## config.mk

```make
export PLATFORM = sky130hd
export DESIGN_NAME = nfc_cmd_sequencer
export DESIGN_NICKNAME = d
export VERILOG_FILES = /design/src/rtl/nfc_cmd_sequencer.sv
export SDC_FILE = /design/constraint.sdc
export NUM_CORES = 1
export LEC_CHECK = 0
export ABC_AREA = 0
export BUFFER_PORTS_ARGS = -buffer_cell sky130_fd_sc_hd__buf_2
export CAP_MARGIN = 20
export CORE_UTILIZATION = 49
export DETAILED_ROUTE_END_ITERATION = 8
export PLACE_DENSITY_LB_ADDON = 0.12
export SLEW_MARGIN = 10
export SYNTH_ARGS = -nofsm -noshare
export SYNTH_HDL_FRONTEND = slang
export SYNTH_SLANG_ARGS = --single-unit
```

## constraint.sdc

```tcl
create_clock -name clk -period 2 [get_ports clk]
set_clock_uncertainty 0.1 [all_clocks]
set_input_delay 0.2 -clock clk [delete_from_list [all_inputs] [get_ports clk]]
set_output_delay 0.2 -clock clk [all_outputs]
set_load 0.005 [all_outputs]
```

## src/rtl/nfc_cmd_sequencer.sv

```systemverilog
// nfc_cmd_sequencer: host request front end that sequences start/cmd/rwa ops into the NAND core and reports status
module nfc_cmd_sequencer #(
    parameter int TIMEOUT_CYC = 2**20,
    parameter int MAX_RETRY   = 2
) (
    input  logic        clk,
    input  logic        rst_n,
    input  logic        req_valid_i,
    output logic        req_ready_o,
    input  logic [1:0]  req_op_i,
    input  logic [15:0] req_addr_i,
    output logic        rsp_valid_o,
    input  logic        rsp_ready_i,
    output logic [1:0]  rsp_op_o,
    output logic [3:0]  rsp_status_o,
    output logic [1:0]  rsp_tries_o,
    output logic        fc_start_o,
    output logic [2:0]  fc_cmd_o,
    output logic [15:0] fc_rwa_o,
    input  logic        fc_done_i,
    input  logic        perr_i,
    input  logic        eerr_i,
    input  logic        rerr_i,
    output logic        init_done_o
);
    localparam logic [2:0]  CMD_RESET = 3'b011;
    localparam logic [2:0]  CMD_READ  = 3'b001;
    localparam logic [2:0]  CMD_PROG  = 3'b100;
    localparam logic [2:0]  CMD_ERASE = 3'b010;
    localparam logic [23:0] TMO_LAST  = 24'(TIMEOUT_CYC - 1);
    localparam logic [1:0]  RETRY_MAX = 2'(MAX_RETRY);
    typedef enum logic [2:0] {INIT, IDLE, ISSUE, GUARD, WAIT, SETTLE, RESP} state_t;
    state_t      state_q, state_d;
    logic [2:0]  cmd_q, cmd_d;
    logic [15:0] rwa_q, rwa_d;
    logic [1:0]  op_q, op_d;
    logic [3:0]  status_q, status_d;
    logic [1:0]  retry_q, retry_d;
    logic [23:0] timer_q, timer_d;
    logic        init_done_q, init_done_d;
    always_ff @(posedge clk) begin
        if (!rst_n) begin
            state_q     <= INIT;
            cmd_q       <= '0;
            rwa_q       <= '0;
            op_q        <= '0;
            status_q    <= '0;
            retry_q     <= '0;
            timer_q     <= '0;
            init_done_q <= 1'b0;
        end else begin
            state_q     <= state_d;
            cmd_q       <= cmd_d;
            rwa_q       <= rwa_d;
            op_q        <= op_d;
            status_q    <= status_d;
            retry_q     <= retry_d;
            timer_q     <= timer_d;
            init_done_q <= init_done_d;
        end
    end
    always_comb begin
        state_d     = state_q;
        cmd_d       = cmd_q;
        rwa_d       = rwa_q;
        op_d        = op_q;
        status_d    = status_q;
        retry_d     = retry_q;
        timer_d     = timer_q;
        init_done_d = init_done_q;
        case (state_q)
            INIT: begin
                cmd_d   = CMD_RESET;
                rwa_d   = '0;
                op_d    = 2'd0;
                retry_d = '0;
                state_d = ISSUE;
            end
            IDLE: begin
                if (req_valid_i && init_done_q) begin
                    op_d    = req_op_i;
                    rwa_d   = req_addr_i;
                    cmd_d   = req_op_i == 2'd0 ? CMD_RESET :
                              req_op_i == 2'd1 ? CMD_READ  :
                              req_op_i == 2'd2 ? CMD_PROG  : CMD_ERASE;
                    state_d = ISSUE;
                end
            end
            ISSUE: begin
                timer_d = '0;
                state_d = GUARD;
            end
            GUARD: state_d = WAIT;
            WAIT: begin
                timer_d = &timer_q ? timer_q : timer_q + 24'd1;
                if (fc_done_i) begin
                    state_d = SETTLE;
                end else if (timer_q == TMO_LAST) begin
                    status_d = 4'b1000;
                    // a hung power-up reset is simply reissued; it never produces a response
                    state_d  = init_done_q ? RESP : INIT;
                end
            end
            SETTLE: begin
                status_d = {1'b0, rerr_i, eerr_i, perr_i};
                if (op_q == 2'd1 && rerr_i && retry_q < RETRY_MAX) begin
                    retry_d = retry_q + 2'd1;
                    state_d = ISSUE;
                end else if (!init_done_q) begin
                    init_done_d = 1'b1;
                    state_d     = IDLE;
                end else begin
                    state_d = RESP;
                end
            end
            RESP: begin
                if (rsp_ready_i) begin
                    retry_d = '0;
                    state_d = IDLE;
                end
            end
            default: state_d = INIT;
        endcase
    end
    assign req_ready_o  = state_q == IDLE && init_done_q;
    assign rsp_valid_o  = state_q == RESP;
    assign fc_start_o   = state_q == ISSUE;
    assign fc_cmd_o     = cmd_q;
    assign fc_rwa_o     = rwa_q;
    assign rsp_op_o     = op_q;
    assign rsp_status_o = status_q;
    assign rsp_tries_o  = retry_q;
    assign init_done_o  = init_done_q;
endmodule
```

# After elaboration in Yosys (flattened, before gate mapping)
# Cells that the tools add are included.
word_totals:
  reg_bits: 55
  elab_cells: 71
  output_inout_bits: 31
  inputBits: 26
op_classes:
  muxes: 25
  eq_ne: 17
  n_reduce_logical: 17
  add_sub_neg: 2
  n_lt_le_gt_ge: 1
  bitwise: 1
op_table:
  columns: ["operator", "n"]
  rows:
  - ["$pmux 24 s2", 1]
  - ["$mux 3", 11]
  - ["$pmux 16 s2", 1]
  - ["$add 24x1->24 const B", 1]
  - ["$eq 24x20->1 const B", 1]
  - ["$mux 24", 1]
  - ["$reduce_and 24->1", 1]
  - ["$pmux 3 s7", 1]
  - ["$mux 16", 1]
  - ["$ne 2x2->1 const B", 5]
  - ["$eq 3x3->1 const B", 3]
  - ["$reduce_and 3->1", 3]
  - ["$mux 4", 2]
  - ["$pmux 4 s2", 1]
  - ["$eq 3x2->1 const B", 2]
  - ["$mux 2", 3]
  - ["$pmux 2 s3", 1]
  - ["$pmux 3 s2", 1]
  - ["$reduce_and 2->1", 3]
  - ["$reduce_bool 2->1", 3]
  - ["$eq 2x1->1 const B", 2]
  - ["$logic_and 1x1->1", 4]
  - ["$pmux 2 s2", 1]
  - ["$eq 3x1->1 const B", 1]
  - ["9 further kinds", 9]

# Logic depth before layout (Yosys ltp)
logic_depth:
  ltp_word: 6
  ltp_mapped: 7

# Worst setup path after synthesis
# Ideal clock, no wire load.
synth_timing:
  path_kind: "register to register"
  start: "register timer_q[13]"
  end: "register timer_q[22]"
  period_less_slack_ns: 2.111
  t_arrival_ns: 1.882
  path_stages_with_launch: 7
  setup_ns: 0.130
  t_required_ns: 1.770
  slack_ns: -0.111
  path_buffers: 1
  cell_sequence: "dfxtp_1 > nand3_1 > or4_1 > or4_1 > buf_2 > nand3_2 > o311ai_1"
synth_via:
  elab_chain_len: 3
  word_cells_on_any_way: 6
  classes_between: "1 x add/sub; 1 x eq/ne; 2 x mux; 2 x reduce/logical"
synth_rtl:
  columns: ["element", "line", "rtl"]
  rows:
  - ["from (decl)", "39", "logic [23:0] timer_q, timer_d;"]
  - ["from (signal assigned)", "58", "timer_q <= timer_d;"]
  - ["$add 24x1->24 or $reduce_and 24->1 (tied branches)", "95", "timer_d = &timer_q ? timer_q : timer_q + 24'd1;"]
  - ["$mux 24 or $ne 2x2->1 (tied branches)", null, null]
  - ["$pmux 24 s2 or $reduce_and 2->1 (tied branches)", null, null]
# Parallel ways exist; a longest one is shown, timed or not. The select of a mux whose other input is x is not followed.
# A chain may end at the register's enable or synchronous reset.

# Final worst setup path
layout_timing:
  start: "register state_q[0]"
  end: "register timer_q[19]"
layout_via:
  elab_chain_len: 3
  word_cells_on_any_way: 6
  classes_between: "3 x eq/ne; 1 x mux; 2 x reduce/logical"
layout_rtl:
  columns: ["element", "line", "rtl"]
  rows:
  - ["from (decl)", "33", "state_t state_q, state_d;"]
  - ["from (signal assigned)", "52", "state_q <= state_d;"]
  - ["$eq 3x3->1 or $eq 3x2->1 (tied branches)", "71", "case (state_q)"]
  - ["$ne 2x2->1 (no line) or $reduce_bool 2->1 (tied branches)", null, null]
  - ["$reduce_and 2->1 (no line)", null, null]
# Parallel ways exist; a longest one is shown, timed or not.

==> flow_metrics.env <==
export IMPL_synth_area_per_cell_sq_um=7.85
export IMPL_synth_most_common_cell="dfxtp_1"
export IMPL_place_hpwl_mm=5.51
export IMPL_wl_per_cell_um=15.6
export IMPL_cts_htree_levels=2
export IMPL_critPathKind="reg2reg"
export IMPL_slowest_delay_ns=0.54
export IMPL_clk_latency_ns=0.32
export IMPL_n_fill_cell=480
export IMPL_cp_start_kind="flip-flop"
export IMPL_rows=26
export IMPL_r2r_end="timer_q[19]"
export IMPL_yosysTopAreaCell="dfxtp_1"
export IMPL_ys_seq_elements=55
export IMPL_r2r_cells=7
export IMPL_overflow=0
export IMPL_finalHoldViolCount=0
export IMPL_cp_top_family="simple AND/OR/NAND/NOR gates"
export IMPL_slew_viol_final=0
export IMPL_grtUsageMet1_pct=36.9
export IMPL_top_usage_layer="met2"
export IMPL_initial_utilization_pct=51.9
export IMPL_vdd_drop_max_mv=0.590
export IMPL_worstPathArrival_ns=2.17
export IMPL_drtIter0Drc=249
export IMPL_status="finished with violations"
export IMPL_drtPass1Iterations=5
export IMPL_fin_cells=513
export IMPL_period_minus_slack_ns=2.08
export IMPL_hold_end="rsp_status_o[0]"
export IMPL_grt_usage_pct=26.2
export IMPL_boundaryPins=57
export IMPL_grt_pass1_wl_mm=12.2
export IMPL_place_congestion=0.940
export IMPL_multiInputGateArea_sq_um=1580
export IMPL_die_h_um=76.2
export IMPL_drive_gt1_share_pct=35.9
export IMPL_port_buffers=56
export IMPL_synth_ff_type="dfxtp_1"
export IMPL_yosys_cell_types_count=53
export IMPL_rsz0062_at_grt="true"
export IMPL_drc_errors=0
export IMPL_final_nets=472
export IMPL_antenna_found_initial=0
export IMPL_hp_start="perr_i"
export IMPL_synth_edf_count=0
export IMPL_setup_viol=1
export IMPL_met3_usage_pct=4.07
export IMPL_power_density_nw_per_um2=749
export IMPL_maxCapViolCount=0
export IMPL_wl_mm=8.00
export IMPL_viasPerCell=5.77
export IMPL_antenna_cells=0
export IMPL_endpoint_kind="flip-flop"
export IMPL_hold_ws_ns=0.0212
export IMPL_grt_max_degree=20
export IMPL_hold_path_class="in2reg"
export IMPL_p_leak_nw=1.46
export IMPL_cts_sinks=55
export IMPL_required_ns=2.09
export IMPL_slew_headroom_pct=60.5
export IMPL_dieWidth_um=76.2
export IMPL_via_count=2960
export IMPL_core_area_sq_um=5200
export IMPL_seq_area_sq_um=1120
export IMPL_synth_nets=374
export IMPL_synthesis_instances=344
export IMPL_grt_pass1_vias=2551
export IMPL_yosys_top_cells_area="dfxtp_1 41%, a21oi_1 8.2%, nand3_1 6.9%, nand2_1 5.7%, nor2_1 3.3%"
export IMPL_r2r_start="state_q[0]"
export IMPL_dieArea_sq_um=5810
export IMPL_clock_path_buffers=2
export IMPL_synth_seq_area_share_pct=40.8
export IMPL_synth_top_cell_area_share_pct=40.8
export IMPL_detail_route_antenna_nets=0
export IMPL_synthArstFlopShare_pct=0
export IMPL_grt_use_met2_pct=39.8
export IMPL_critPathBufInv=2
export IMPL_numCtsBuffers=5
export IMPL_rrSetupSlack_ns=-0.08
export IMPL_syn_to_final_growth_pct=33.6
export IMPL_crit_fanout=7
export IMPL_placed_cells=501
export IMPL_yosys_top_cells_count="55 x dfxtp_1, 44 x a21oi_1, 41 x nand2_1"
export IMPL_root_buffer="clkbuf_8"
export IMPL_crit_cells=7
export IMPL_yosysWarnings=0
export IMPL_critPathSlowestCell="or3b_2"
export IMPL_max_freq_ghz=0.480
export IMPL_fin_crit_sh_pct=104
export IMPL_synth_area_sq_um=2700
export IMPL_worst_pin_slew_ns=0.592
export IMPL_cts_tree="done"
export IMPL_clk_pin_slew_ns=0.10
export IMPL_worst_slack_ns=-0.0827
export IMPL_crit_chain="or3b_2 > buf_4 > nand2_1 > o31ai_4 > buf_2 > o211ai_1 > o31ai_1"
export IMPL_hold_path_depth=2
export IMPL_violations="setup timing"
==> sequential cells by signal, summed over array words and instances, names as in the netlist <==
name / count
fc_cmd_o: 3
rsp_status_o: 4
rsp_op_o: 2
state_q: 3
init_done_o: 1
rsp_tries_o: 2
timer_q: 24
fc_rwa_o: 16
==> layout make-up <==
type | count | area share (%)
clock buffers | 5 | 1.91
well taps | 70 | 2.43
multi-input cells | 261 | 43.7
repair buffers | 113 | 19.8
clock inverters | 3 | 0.624
inverters | 6 | 0.624
flip-flops and latches | 55 | 30.9
==> worst max path at each step <==
stage | end | slack [ns] | start
finish | timer_q[19] | -0.08 | state_q[0]
global route | timer_q[19] | -0.18 | state_q[0]
CTS | timer_q[16] | 0.001 | timer_q[14]
detailed placement | timer_q[14] | -0.06 | timer_q[5]
global placement | timer_q[14] | -0.007 | timer_q[6]
floorplan | timer_q[22] | 0.02 | timer_q[0]
==> cells in the final DEF, fill, tap and decap left out, types with 3 or more instances in the layout <==
master     n
o21ai_0   15
nor3_1    10
a21oi_1   43
nand3_1   33
a31oi_1    8
a32o_1     3
and3_1     3
nor2_1    24
nand2_1   41
nand3_2    5
nand4_1    7
inv_1      5
and2_1     6
a311oi_1   4
buf_4     54
a311oi_2   3
dfxtp_2    9
ha_1       3
a211oi_1   4
clkbuf_8   5
dfxtp_1   45
buf_2     57
==> per-layer routing <==
layer | part of all wire [%] | wire length, um
met1 | 44 | 3560
met4 | 2.6 | 208
met2 | 47 | 3720
met3 | 6.4 | 511
met5 | 0 | 0
==> stage by stage <==
step                cell area [sq um]  setup slack, ns  utilization (%)  power (mW)  setup TNS [ns]
detailed placement               3420          -0.0582             65.6        2.02          -0.228
global route                     3610           -0.184             69.3        2.87          -0.383
finish                           3610          -0.0827             69.3        2.70         -0.0827
CTS                              3550          0.00128             68.1        2.67               0
floorplan                        2730           0.0150                -        1.70               0
global placement                 3420         -0.00664             65.6        2.00         -0.0119
==> cell families after synthesis <==
kind of cell / after synthesis / share of synthesized area [%]
adder cells (fa/ha/maj): 4 / 1.85
AND/OR/NAND/NOR: 155 / 29.0
flip-flops: 55 / 40.8
multiplexers: 4 / 1.58
buffers and inverters: 28 / 4.03
XOR/XNOR: 1 / 0.324
AO/OA/AOI/OAI: 97 / 22.4
==> power breakdown <==
| part | internal (mW) | switching (mW) | total (mW) |
|---|---|---|---|
| clock | 0.255 | 0.389 | 0.644 |
| combinational | 0.319 | 0.541 | 0.861 |
| sequential | 1.16 | 0.0410 | 1.20 |
==> repair_timing <==
item                       4_1_cts  5_1_grt
pin swaps                        1        6
setup endpoints to repair       17       19
hold buffers                     0        0
gates resized for setup          8       14
gates cloned                     0        1
setup buffers                    2        1
(Power assumes the default switching activity.)
